==> config.mk <==
export PLATFORM = sky130hd
export DESIGN_NAME = serial_adder
export DESIGN_NICKNAME = d
export VERILOG_FILES = /design/src/rtl/serial_adder_pkg.sv /design/src/rtl/serial_adder_fa_digit.sv /design/src/rtl/serial_adder.sv
export SDC_FILE = /design/constraint.sdc
export NUM_CORES = 1
export LEC_CHECK = 0
export CAP_MARGIN = 20
export CORE_MARGIN = 1
export CORE_UTILIZATION = 49
export CTS_CLUSTER_SIZE = 10
export DETAILED_ROUTE_END_ITERATION = 12
export HOLD_SLACK_MARGIN = 0.15
export PLACE_DENSITY = 0.78
export SYNTH_ARGS = -nofsm -noshare
export SYNTH_HDL_FRONTEND = slang
export SYNTH_SLANG_ARGS = --single-unit
==> constraint.sdc <==
create_clock -name clk -period 1.5 [get_ports clk]
set_input_delay 0.3 -clock clk [delete_from_list [all_inputs] [get_ports clk]]
set_output_delay 0.3 -clock clk [all_outputs]
set_load 0.01 [all_outputs]
==> src/rtl/serial_adder_pkg.sv <==
// serial_adder_pkg -- shared types and constants for the serial adder.
//   state_e  : FSM states (IDLE / RUN / DONE) built on the ENC_* encodings
//   cnt_w()  : width of the digit counter for a given digit count
package serial_adder_pkg;

  localparam int STATE_W = 2;

  localparam logic [STATE_W-1:0] ENC_IDLE = 2'd0;
  localparam logic [STATE_W-1:0] ENC_RUN  = 2'd1;
  localparam logic [STATE_W-1:0] ENC_DONE = 2'd2;

  typedef enum logic [STATE_W-1:0] {
    ST_IDLE = ENC_IDLE,
    ST_RUN  = ENC_RUN,
    ST_DONE = ENC_DONE
  } state_e;

  // A single-digit adder still needs a 1-bit counter to keep the ports legal.
  function automatic int cnt_w(input int ndig);
    return (ndig > 1) ? $clog2(ndig) : 1;
  endfunction

endpackage

==> src/rtl/serial_adder_fa_digit.sv <==
// fa_bit   -- 1-bit full adder cell.
//   a, b, cin : addends and carry-in
//   s, cout   : sum bit and carry-out
// fa_digit -- DIGIT_W-bit ripple adder built from fa_bit cells.
//   a, b [DIGIT_W] : digit addends
//   cin            : carry into bit 0
//   s [DIGIT_W]    : digit sum
//   cout           : carry out of the top bit
module fa_bit (
  input  logic a,
  input  logic b,
  input  logic cin,
  output logic s,
  output logic cout
);
  assign s    = a ^ b ^ cin;
  assign cout = (a & b) | (cin & (a ^ b));
endmodule

module fa_digit #(
  parameter int DIGIT_W = 1
) (
  input  logic [DIGIT_W-1:0] a,
  input  logic [DIGIT_W-1:0] b,
  input  logic               cin,
  output logic [DIGIT_W-1:0] s,
  output logic               cout
);
  logic [DIGIT_W:0] c;

  assign c[0] = cin;

  for (genvar i = 0; i < DIGIT_W; i++) begin : g_cell
    fa_bit u_fa (
      .a   (a[i]),
      .b   (b[i]),
      .cin (c[i]),
      .s   (s[i]),
      .cout(c[i+1])
    );
  end

  assign cout = c[DIGIT_W];
endmodule

==> src/rtl/serial_adder.sv <==
// serial_adder -- digit-serial unsigned adder, DIGIT_W bits per clock.
//   clk, rst_n          : clock, async active-low reset
//   in_valid / in_ready : operand handshake (a, b, ci), accepted only in IDLE
//   out_valid/out_ready : result handshake (sum, co), held in DONE
//   sum, co             : {co,sum} = a + b + ci
//   ovf                 : signed overflow, only when SERIAL_ADDER_OVF_EN is defined
// WIDTH must be >= 2 and a multiple of DIGIT_W.
module serial_adder
  import serial_adder_pkg::*;
#(
  parameter int WIDTH   = 8,
  parameter int DIGIT_W = 1
) (
  input  logic             clk,
  input  logic             rst_n,
  input  logic             in_valid,
  output logic             in_ready,
  input  logic [WIDTH-1:0] a,
  input  logic [WIDTH-1:0] b,
  input  logic             ci,
  output logic             out_valid,
  input  logic             out_ready,
  output logic [WIDTH-1:0] sum,
  output logic             co
`ifdef SERIAL_ADDER_OVF_EN
  ,output logic            ovf
`endif
);

  localparam int NDIG  = WIDTH / DIGIT_W;
  localparam int CNT_W = cnt_w(NDIG);

  state_e state_q, state_d;

  logic [WIDTH-1:0]   a_q, a_d;
  logic [WIDTH-1:0]   b_q, b_d;
  logic [WIDTH-1:0]   sum_q, sum_d;
  logic               carry_q, carry_d;
  logic [CNT_W-1:0]   cnt_q, cnt_d;
  logic [DIGIT_W-1:0] dig_s;
  logic               dig_co;
  logic               last_dig;
`ifdef SERIAL_ADDER_OVF_EN
  logic               ovf_q, ovf_d;
`endif

  assign last_dig = (cnt_q == CNT_W'(NDIG - 1));

  fa_digit #(.DIGIT_W(DIGIT_W)) u_fa_digit (
    .a   (a_q[DIGIT_W-1:0]),
    .b   (b_q[DIGIT_W-1:0]),
    .cin (carry_q),
    .s   (dig_s),
    .cout(dig_co)
  );

  // ---------------- FSM: state register ----------------
  always_ff @(posedge clk or negedge rst_n) begin
    if (!rst_n) state_q <= ST_IDLE;
    else        state_q <= state_d;
  end

  // ---------------- FSM: next state ----------------
  always_comb begin
    state_d = state_q;
    case (state_q)
      ST_IDLE: if (in_valid)  state_d = ST_RUN;
      ST_RUN:  if (last_dig)  state_d = ST_DONE;
      ST_DONE: if (out_ready) state_d = ST_IDLE;
      default:                state_d = ST_IDLE;
    endcase
  end

  // ---------------- FSM: outputs ----------------
  // in_ready is low for the whole DONE cycle, so the earliest re-accept is
  // the cycle after the result is taken.
  always_comb begin
    in_ready  = (state_q == ST_IDLE);
    out_valid = (state_q == ST_DONE);
  end

  // ---------------- datapath next-state ----------------
  always_comb begin
    a_d     = a_q;
    b_d     = b_q;
    sum_d   = sum_q;
    carry_d = carry_q;
    cnt_d   = cnt_q;
`ifdef SERIAL_ADDER_OVF_EN
    ovf_d   = ovf_q;
`endif
    if (state_q == ST_IDLE && in_valid) begin
      a_d     = a;
      b_d     = b;
      carry_d = ci;
      cnt_d   = '0;
    end else if (state_q == ST_RUN) begin
      a_d     = a_q >> DIGIT_W;
      b_d     = b_q >> DIGIT_W;
      // New digit enters at the MSB end; after NDIG shifts digit 0 sits at the LSB.
      // Shift form instead of a concat so NDIG == 1 needs no special case.
      sum_d   = (sum_q >> DIGIT_W) | (WIDTH'(dig_s) << (WIDTH - DIGIT_W));
      carry_d = dig_co;
      cnt_d   = cnt_q + CNT_W'(1);
`ifdef SERIAL_ADDER_OVF_EN
      // Carry into the MSB is recovered as a^b^s of that bit.
      if (last_dig)
        ovf_d = a_q[DIGIT_W-1] ^ b_q[DIGIT_W-1] ^ dig_s[DIGIT_W-1] ^ dig_co;
`endif
    end
  end

  always_ff @(posedge clk or negedge rst_n) begin
    if (!rst_n) begin
      a_q     <= '0;
      b_q     <= '0;
      sum_q   <= '0;
      carry_q <= 1'b0;
      cnt_q   <= '0;
`ifdef SERIAL_ADDER_OVF_EN
      ovf_q   <= 1'b0;
`endif
    end else begin
      a_q     <= a_d;
      b_q     <= b_d;
      sum_q   <= sum_d;
      carry_q <= carry_d;
      cnt_q   <= cnt_d;
`ifdef SERIAL_ADDER_OVF_EN
      ovf_q   <= ovf_d;
`endif
    end
  end

  // The final carry stays in carry_q through DONE and doubles as co.
  assign sum = sum_q;
  assign co  = carry_q;
`ifdef SERIAL_ADDER_OVF_EN
  assign ovf = ovf_q;
`endif

endmodule

==> out/results.md <==
## Clock tree
• root cell of the clock tree: sky130_fd_sc_hd__clkbuf_4
• count of hold buffers inserted by post-cts repair: 0
• total clock buffers created by CTS: 5
• clock sinks: 30
• H-tree lvl count: 2
• clock transition at the register clock pins on the worst setup and hold paths after CTS: 100 ps
• TritonCTS clock tree: done
• latest clock arrival within the worst-skew pair: 330 ps
• maximum buffer depth of the clock tree: 2

## STA
• WHS: 346 ps
• headroom to the max-slew limit: 75.0%
• minimum period implied by the final worst setup slack: 1380 ps
• slew at the pin with the worst max-slew slack: 375 ps
• final number of max-transition violations: 0
• final count of negative-setup-slack endpoints: 0
• setup repair after global routing missed its margin: false
• final setup margin: 119 ps
• final hold vios: 0
• aggregate negative setup slack: 0 ps
• Clock Skew: 9.28 ps
• fmax: 0.724 GHz
• period utilisation layout: 92.1%

## Power
• proportion of power drawn by combinational gates: 41.9%
• Pwr Total: 3.56 mW
• total internal power: 2.24 mW
• Sw Pwr: 1.32 mW
• ratio of total power to cell area: 1960 mW/mm²
• share of total power in the clock network: 17.7%
• share of total power in sequential cells: 40.4%
• switching power as a share of total power: 37.1%
• leakage power: 0.835 nW
• largest vdd supply drop: 0.00130 V

## Run
• Max Cap Violations: 0

## Global routing
• vias in the first global route: 1199
• GRT Util Overall: 22.5%
• pin count of the biggest net entering global routing: 31
• sum of overflow across all layers after global routing: 0
• initial antenna violation count: 0
• wire length of the first global-routing pass: 5260 µm

## Logic synthesis
• yosys warns: 0
• most used flip-flop cell after synthesis: sky130_fd_sc_hd__dfrtp_1
• Post-Synthesis Mean Instance Area: 10.5 µm²
• Gate Count Post-Synth: 133
• count of state elements after synthesis: 30
• syn_nets: 157
• post-synth design cell area: 0.00140 mm²
• number of flops mapped to enable cells by yosys: 0
• sequential share of the synthesized area: 53.7%
• share of async-settable or async-resettable flops after synthesis: 100%
• Yosys cell types: 28

## Placed design
• count of buffers inserted at the top-level ports: 31
• total cell area at the placement stage: 0.00174 mm²
• weighted congestion reported at the end of routability-driven placement: 0.788
• post-detail-place hpwl: 1990 µm
• DP Worst Slack: -35.1 ps

## Cells and area
• commonest non-fill, non-tap cells in the layout: sky130_fd_sc_hd__dfrtp_1, sky130_fd_sc_hd__nand2_1, sky130_fd_sc_hd__o22ai_1
• final antenna diode count: 0
• cell area after layout: 0.00181 mm²
• share of cells above drive strength 1: 17.7%
• most frequent standard cell in the layout excluding fill and tap cells: sky130_fd_sc_hd__dfrtp_1
• Syn-to-layout area delta: 29.7%
• number of nets in the layout: 198

## Outcome
• outcome: complete, no violations

## Route
• post-detailed-routing wire length: 3030 µm
• vias after detailed routing: 1151
• total DRC errors in the routed layout: 0
• routed len/inst: 14.7 µm
• detailed-routing iteration count for the pre-antenna-repair pass: 4
• violation count after the first detailed-routing iteration: 30
• mean number of vias per cell: 5.59
• count of nets left with antenna violations after detail routing: 0

## Die
• DIE AREA: 0.00307 mm²
• floorplan row count: 19
• initial core utilization: 51.1%
• width of the die: 55.4 µm
• I/O pin count: 32
• Die Span Y: 55.4 µm
• core area: 0.00273 mm²

## Setup path
• sort of element at the start of the critical path: flop
• top fanout value on the critical path: 21
• crit path capture type: flop
• Crit Path Class: reg2reg
• launch point of the critical path: state_q[1]$_DFFE_PN0P_
• data required time at the worst endpoint: 1700 ps
• Arr. time, crit path: 1580 ps
• launching point of the worst reg2reg path: state_q[1]$_DFFE_PN0P_

## Hold path
• Worst Hold Class: in2async

## worst paths after layout
path,endpoint,slack [ps],cells after the start
worst max-delay path,b_q[0]$_DFFE_PN0P_,120,5
worst min-delay path,state_q[1]$_DFFE_PN0P_,350,2
worst max register to register,b_q[0]$_DFFE_PN0P_,120,5
worst min register to register,sum[0]$_DFFE_PN0P_,490,2
max in group asynchronous,state_q[0]$_DFFE_PN0P_,870,2
min in group clk,sum[0]$_DFFE_PN0P_,490,2
## synthesized netlist by cell type, types with 2 or more instances
| master | instances | area, µm² |
|---|---|---|
| sky130_fd_sc_hd__inv_1 | 2 | 7.51 |
| sky130_fd_sc_hd__o21ai_0 | 2 | 10.0 |
| sky130_fd_sc_hd__nand2b_4 | 2 | 27.5 |
| sky130_fd_sc_hd__o22ai_1 | 25 | 156 |
| sky130_fd_sc_hd__a22o_1 | 2 | 17.5 |
| sky130_fd_sc_hd__a2bb2oi_1 | 2 | 17.5 |
| sky130_fd_sc_hd__buf_4 | 4 | 30.0 |
| sky130_fd_sc_hd__nand2_1 | 27 | 101 |
| sky130_fd_sc_hd__nor2_1 | 3 | 11.3 |
| sky130_fd_sc_hd__ha_1 | 2 | 25.0 |
| sky130_fd_sc_hd__a21oi_1 | 12 | 60.1 |
| sky130_fd_sc_hd__buf_6 | 5 | 56.3 |
| sky130_fd_sc_hd__dfrtp_1 | 30 | 751 |
## flip-flops by register name (all words and copies together), names as in the netlist
register / cells
co: 1
state_q: 2
b_q: 8
sum: 8
cnt_q: 3
a_q: 8
## final cells by class
type | instances | area [µm²]
Sequential cell | 30 | 752
Timing Repair Buffer | 44 | 387
Fill cell | 228 | 921
Inverter | 3 | 11.3
Tap cell | 31 | 38.8
Clock inverter | 3 | 40.0
Clock buffer | 5 | 37.5
Multi-Input combinational cell | 90 | 547
## power by group through the flow
stage | sequential [mW] | combinational (mW) | clock, mW
global route | 1.50 | 1.68 | 0.675
finish | 1.44 | 1.49 | 0.632
detailed placement | 1.47 | 1.53 | 0
floorplan | 1.46 | 1.05 | 0
CTS | 1.44 | 1.51 | 0.655
global placement | 1.45 | 1.47 | 0
## metal layers
metal / vias to the layer above / GRT usage [%] / part of all wire, %
li1: 561 / - / -
met5: - / 0 / 0
met3: 7 / 7.03 / 5.6
met1: 547 / 25.9 / 40
met2: 36 / 38.6 / 52
met4: 0 / 9.64 / 2.4
## timing repair
item	in CTS	in global routing
gates cloned	0	0
buffers inserted	2	0
endpoints found under the setup margin	11	2
gates resized for setup	14	3
## metrics by stage
step,util (%),std cells
after CTS,66.6,206
after detailed placement,63.6,196
after global routing,66.3,206
after floorplan,-,133
final,66.3,206
after global placement,63.6,196
## cells by family after synthesis
logic type | Yosys count | synth area share (%)
simple gates | 38 | 13.5
flops | 30 | 53.7
compound gates | 49 | 22.2
fa+ha+maj | 3 | 3.22
buf+inv | 13 | 7.34
## critical path: stages (launching register included)
cell,delay (ps)
sky130_fd_sc_hd__dfrtp_1,420
sky130_fd_sc_hd__buf_4,160
sky130_fd_sc_hd__buf_4,150
sky130_fd_sc_hd__nand2b_4,240
sky130_fd_sc_hd__o22ai_1,200
sky130_fd_sc_hd__a21oi_1,70
(Power assumes the default switching activity.)
